### src/rtl/axi_frame_tx.sv
// Frames a non-stallable sample stream into AXI-Stream packets with tlast.
// Frames are dropped on almost_full at start, or truncated when the skid fills up.
module axi_frame_tx #(
  parameter int DATA_WIDTH = 32,
  parameter int FRAME_LEN  = 256,
  parameter int SKID_DEPTH = 4,
  parameter int CNT_WIDTH  = 16
) (
  input  logic                  clk,
  input  logic                  async_reset,
  input  logic                  enable,
  input  logic                  clear_stats,
  input  logic                  in_valid,
  input  logic [DATA_WIDTH-1:0] in_data,
  input  logic                  almost_full,
  output logic                  m_axis_tvalid,
  output logic [DATA_WIDTH-1:0] m_axis_tdata,
  output logic                  m_axis_tlast,
  output logic                  m_axis_tuser,
  input  logic                  m_axis_tready,
  output logic [CNT_WIDTH-1:0]  drop_cnt,
  output logic [CNT_WIDTH-1:0]  trunc_cnt
);

  localparam int FW = $clog2(FRAME_LEN);
  localparam int PW = $clog2(SKID_DEPTH);
  localparam int EW = DATA_WIDTH + 2;
  localparam logic [FW-1:0] LAST = FW'(FRAME_LEN - 1);
  localparam logic [PW:0] RSV = (PW+1)'(SKID_DEPTH - 1);
  localparam logic [CNT_WIDTH-1:0] CMAX = '1;

  typedef enum logic [1:0] {
    IDLE,
    PASS,
    DROP
  } state_t;

  state_t          state;
  state_t          state_nx;
  logic [FW-1:0]   in_cnt;
  logic [EW-1:0]   mem [SKID_DEPTH];
  logic [PW-1:0]   wr_ptr;
  logic [PW-1:0]   rd_ptr;
  logic [PW:0]     fcnt;
  logic [PW:0]     occ;
  logic            start;
  logic            wr;
  logic            wr_last;
  logic            wr_user;
  logic            drop_inc;
  logic            trunc_inc;
  logic [EW-1:0]   wr_ent;
  logic            pop;
  logic            load;
  logic            fifo_pop;
  logic            fifo_push;

  // Occupancy counts the output register plus the entries queued behind it.
  assign occ    = fcnt + (PW+1)'(m_axis_tvalid);
  assign start  = in_valid && (in_cnt == '0);
  assign wr_ent = {wr_user, wr_last, in_data};

  always_comb begin
    state_nx  = state;
    wr        = 1'b0;
    wr_last   = 1'b0;
    wr_user   = 1'b0;
    drop_inc  = 1'b0;
    trunc_inc = 1'b0;
    if (in_valid) begin
      if (start) begin
        if (!enable) begin
          state_nx = IDLE;
        end else if (almost_full) begin
          state_nx = DROP;
          drop_inc = 1'b1;
        end else begin
          wr       = 1'b1;
          state_nx = PASS;
        end
      end else if (state == PASS) begin
        wr = 1'b1;
        if (in_cnt == LAST) begin
          wr_last  = 1'b1;
          state_nx = IDLE;
        end
      end
      // Last free slot is kept back so a truncating write always fits.
      if (wr && occ >= RSV) begin
        wr_last   = 1'b1;
        wr_user   = 1'b1;
        trunc_inc = 1'b1;
        state_nx  = DROP;
      end
    end
  end

  always_ff @(posedge clk or posedge async_reset) begin
    if (async_reset) begin
      state     <= IDLE;
      in_cnt    <= '0;
      drop_cnt  <= '0;
      trunc_cnt <= '0;
    end else begin
      state <= state_nx;
      if (in_valid) begin
        in_cnt <= (in_cnt == LAST) ? '0 : in_cnt + FW'(1);
      end
      if (clear_stats) begin
        drop_cnt  <= '0;
        trunc_cnt <= '0;
      end else begin
        if (drop_inc && drop_cnt != CMAX) begin
          drop_cnt <= drop_cnt + CNT_WIDTH'(1);
        end
        if (trunc_inc && trunc_cnt != CMAX) begin
          trunc_cnt <= trunc_cnt + CNT_WIDTH'(1);
        end
      end
    end
  end

  assign pop       = m_axis_tvalid && m_axis_tready;
  assign load      = !m_axis_tvalid || pop;
  assign fifo_pop  = load && (fcnt != '0);
  assign fifo_push = wr && !(load && fcnt == '0);

  always_ff @(posedge clk) begin
    if (fifo_push) begin
      mem[wr_ptr] <= wr_ent;
    end
  end

  always_ff @(posedge clk or posedge async_reset) begin
    if (async_reset) begin
      m_axis_tvalid <= 1'b0;
      m_axis_tdata  <= '0;
      m_axis_tlast  <= 1'b0;
      m_axis_tuser  <= 1'b0;
      wr_ptr        <= '0;
      rd_ptr        <= '0;
      fcnt          <= '0;
    end else begin
      if (load) begin
        if (fcnt != '0) begin
          {m_axis_tuser, m_axis_tlast, m_axis_tdata} <= mem[rd_ptr];
          m_axis_tvalid <= 1'b1;
        end else if (wr) begin
          {m_axis_tuser, m_axis_tlast, m_axis_tdata} <= wr_ent;
          m_axis_tvalid <= 1'b1;
        end else begin
          m_axis_tvalid <= 1'b0;
        end
      end
      if (fifo_push) begin
        wr_ptr <= wr_ptr + PW'(1);
      end
      if (fifo_pop) begin
        rd_ptr <= rd_ptr + PW'(1);
      end
      case ({fifo_push, fifo_pop})
        2'b10:   fcnt <= fcnt + (PW+1)'(1);
        2'b01:   fcnt <= fcnt - (PW+1)'(1);
        default: fcnt <= fcnt;
      endcase
    end
  end

endmodule

### config.mk
export PLATFORM = sky130hd
export DESIGN_NAME = axi_frame_tx
export DESIGN_NICKNAME = d
export VERILOG_FILES = /design/src/rtl/axi_frame_tx.sv
export SDC_FILE = /design/constraint.sdc
export NUM_CORES = 1
export LEC_CHECK = 0
export CAP_MARGIN = 10
export CELL_PAD_IN_SITES_DETAIL_PLACEMENT = 0
export CELL_PAD_IN_SITES_GLOBAL_PLACEMENT = 1
export CORE_MARGIN = 3
export CORE_UTILIZATION = 30
export CTS_BUF_LIST = sky130_fd_sc_hd__clkbuf_4 sky130_fd_sc_hd__clkbuf_8 sky130_fd_sc_hd__clkbuf_16
export DETAILED_ROUTE_END_ITERATION = 7
export PLACE_DENSITY_LB_ADDON = 0.08
export RECOVER_POWER = 25
export SETUP_SLACK_MARGIN = 0.15
export SYNTH_ARGS = -nofsm -noshare
export SYNTH_HDL_FRONTEND = slang
export SYNTH_SLANG_ARGS = --single-unit
### constraint.sdc
create_clock -name clk -period 3.65 [get_ports clk]
set_input_delay 0.73 -clock clk [delete_from_list [all_inputs] [get_ports clk]]
set_output_delay 0.73 -clock clk [all_outputs]
set_load 0.02 [all_outputs]
==> results.ini, run 1 <==
[outcome]
status = completed

[timing]
finalSetupTns_ns = 0
skew_ns = 0.0192
period_needed_ns = 3.22
report.final.slew_viol_count = 0
fmax_mhz = 311
tightestPinTransition_ns = 0.790
relSlewSlack_pct = 47.1
hold_viol_final = 0
fin_crit_sh_pct = 88.2
rsz0062_at_grt = no
setup_viol = 0

[synthesis]
synth.area.top_cells = edfxtp_1 (44%), dfrtp_1 (23%), mux4_2 (8.3%)
netlist_area_um2 = 9260
netlist_instances = 624
ys_async_sr_fraction_pct = 38.2
synth_nets = 675
yosys_register_bits = 220
yosysSeqAreaShare_pct = 66.8
synth.avg_cell_area_um2 = 14.8
ys_types = 49
synth_top_area_share_pct = 44.1
synth_top_cell_by_area = edfxtp_1
synth-main-ff-cell = edfxtp_1
ys_warn_count = 0
synth_edf_count = 136

[floorplan]
design.die.area_um2 = 33000
die_w_um = 182
dieHeight_um = 182
num_io_pins = 106
initial_core_util_pct = 30.8
rows = 63
core_um2 = 30000

[detailed_routing]
first_pass_iters = 4
postRouteAntennaNets = 0
num_vias = 5721
via_per_inst = 4.94
avgRoutedWirePerCell_um = 18.7
routed_wl_mm = 21.7
drtIter0Drc = 219
drc = 0

[cts]
htree_levels = 1
post_cts_buffers = 0
path_clk_slew_ns = 0.06
cts_tree = done
clock-sinks = 220
cts_buffers = 26
cts_max_path_buffers = 3
cts_hold_buf = 0
post_cts_resized = 0
root_buffer = clkbuf_16
clk_latency_ns = 0.53

[final_layout]
finalNonFillerCells = 1159
final-seq-area_um2 = 6190
syn2layout_area_growth_pct = 27.5
multi_input_area_um2 = 2920
nFillCells = 2797
fin_util_pct = 39.3
drive_above_1_share_pct = 15.6
final_area_um2 = 11800
nets = 801
n_antenna_cell = 0

[placement]
placed_area_um2 = 10900
place_congestion = 0.735
port_buffers = 105
detailed_place_hpwl_mm = 13.6
place_inst = 1112

[run]
cap_violations = 0

[worst_hold_path]
hp-class = reg -> reg

[worst_setup_path]
critPathCaptureType = register
cp.required_ns = 4.11
crit_arrival_ns = 3.68
critical_path.startpoint_type = register
critPathMaxFanout = 6
critical_path_class = reg -> reg

[global_route]
grt_antenna_before_repair = 0
grt_first_pass_wirelength_mm = 34.5
track_usage_pct = 13.1
grt_pass1_vias = 6078
grt-ovfl-total = 0
grt_max_degree = 39

[power]
ir_drop_mv = 0.389
powerDensity_nw_per_um2 = 678
p_leak_nw = 4.42

## metal layers
| layer | up-vias | share of wire (%) | global-route usage, % |
|---|---|---|---|
| li1 | 2644 | - | - |
| met4 | 0 | 1.6 | 3.05 |
| met2 | 121 | 48 | 21.5 |
| met1 | 2928 | 45 | 17.8 |
| met3 | 28 | 5.5 | 2.84 |
| met5 | - | 0 | 0 |
## final timing paths
check	start	to	slack [ns]	cells after the start
worst max-delay path	in_cnt[0]$_DFFE_PP0P_	fcnt[2]$_DFFE_PP0P_	0.43	13
worst min-delay path	m_axis_tdata[10]$_DFFE_PP0P_	m_axis_tdata[10]$_DFFE_PP0P_	0.47	2
worst max register to register	in_cnt[0]$_DFFE_PP0P_	fcnt[2]$_DFFE_PP0P_	0.43	13
worst min register to register	m_axis_tdata[10]$_DFFE_PP0P_	m_axis_tdata[10]$_DFFE_PP0P_	0.47	2
max in group asynchronous	async_reset	trunc_cnt[14]$_DFFE_PP0P_	2.38	3
min in group asynchronous	async_reset	trunc_cnt[0]$_DFFE_PP0P_	0.62	2
## cell usage after synthesis, drive strengths merged, types with 12 or more instances
| master | number |
|---|---|
| a21oi | 17 |
| and3 | 12 |
| buf | 12 |
| clkbuf | 18 |
| dfrtp | 84 |
| edfxtp | 136 |
| inv | 15 |
| mux2i | 36 |
| mux4 | 34 |
| nand2 | 54 |
| nand3 | 17 |
| nor2 | 22 |
| o21ai | 50 |
| xor2 | 13 |
## kinds of logic (layout without fill, tap and decap cells)
kind of cell             after synthesis  in the layout  synth area share (%)
adder cells (fa/ha/maj)               12             12                  1.70
buffers and inverters                 45            190                  1.92
multiplexers                          71             71                  12.3
flip-flops                           220            220                  66.8
AO/OA/AOI/OAI                         96             96                  6.21
XOR/XNOR                              21             21                  1.99
AND/OR/NAND/NOR                      159            159                  9.13
## power breakdown
group          switching [W]  total [W]  leakage, nW  internal [W]
combinational        0.00111    0.00221         1.69       0.00110
sequential          0.000297    0.00325         2.30       0.00295
clock               0.000982    0.00255        0.439       0.00157
total                0.00239    0.00801         4.42       0.00562
## critical path, stage by stage, from the launching register on
cell and delay [ns]:
dfrtp_1 0.40, inv_1 0.10, ha_1 0.14, or4b_1 0.63
o2111a_1 0.33, or2_2 0.29, and2_1 0.17, inv_1 0.05
ha_1 0.17, inv_1 0.07, fa_1 0.38, xor2_1 0.15
nor2_1 0.12, xor2_1 0.15
## metrics by stage
step | hold WS [ns] | worst slack [ns] | total power (W)
2_1_floorplan | 0.474 | 0.373 | 0.00468
3_3_place_gp | 0.460 | 0.0657 | 0.00554
3_5_place_dp | 0.473 | -0.0149 | 0.00560
4_1_cts | 0.486 | 0.384 | 0.00820
5_1_grt | 0.512 | 0.234 | 0.00850
6_report | 0.474 | 0.430 | 0.00801
## cell type report
cell class	instances	share of cell area, %
Sequential cell	220	52.4
Multi-Input combinational cell	359	24.7
Timing Repair Buffer	128	11.0
Clock buffer	41	6.78
Tap cell	390	4.13
Clock inverter	6	0.551
Inverter	15	0.498
## cells in the final DEF (no fill, tap or decap), drive strengths merged, types with 4 or more instances in the layout
| cell | instances |
|---|---|
| xor2 | 13 |
| nor3 | 4 |
| and3 | 12 |
| clkinv | 5 |
| xnor2 | 8 |
| mux2i | 36 |
| or3 | 9 |
| o21ai | 50 |
| mux4 | 34 |
| nand3 | 17 |
| o211ai | 4 |
| clkdlybuf4s50 | 73 |
| a21oi | 17 |
| dfrtp | 84 |
| o31ai | 11 |
| or4 | 10 |
| clkbuf | 41 |
| nand2 | 54 |
| dlygate4sd3 | 32 |
| inv | 15 |
| ha | 11 |
| nand4 | 11 |
| buf | 23 |
| nor2 | 22 |
| edfxtp | 136 |
## flip-flops by register name (all words and copies together) (netlist names)
| name | count |
|---|---|
| mem | 136 |
| m_axis_tdata | 32 |
| drop_cnt | 16 |
| trunc_cnt | 16 |
| in_cnt | 8 |
| fcnt | 3 |
| rd_ptr | 2 |
| state | 2 |
| wr_ptr | 2 |
| m_axis_tlast | 1 |
| m_axis_tuser | 1 |
| m_axis_tvalid | 1 |
No activity file was read; power rests on OpenSTA's default activity.
==> run 2: changes to the inputs <==
--- a/config.mk
+++ b/config.mk
@@ -15,6 +15,7 @@
 export PLACE_DENSITY_LB_ADDON = 0.08
 export RECOVER_POWER = 25
 export SETUP_SLACK_MARGIN = 0.15
+export SLEW_MARGIN = 20
 export SYNTH_ARGS = -nofsm -noshare
 export SYNTH_HDL_FRONTEND = slang
 export SYNTH_SLANG_ARGS = --single-unit
==> results of run 2 <==
Final layout, timing and power as in run 1 (identical DEF).
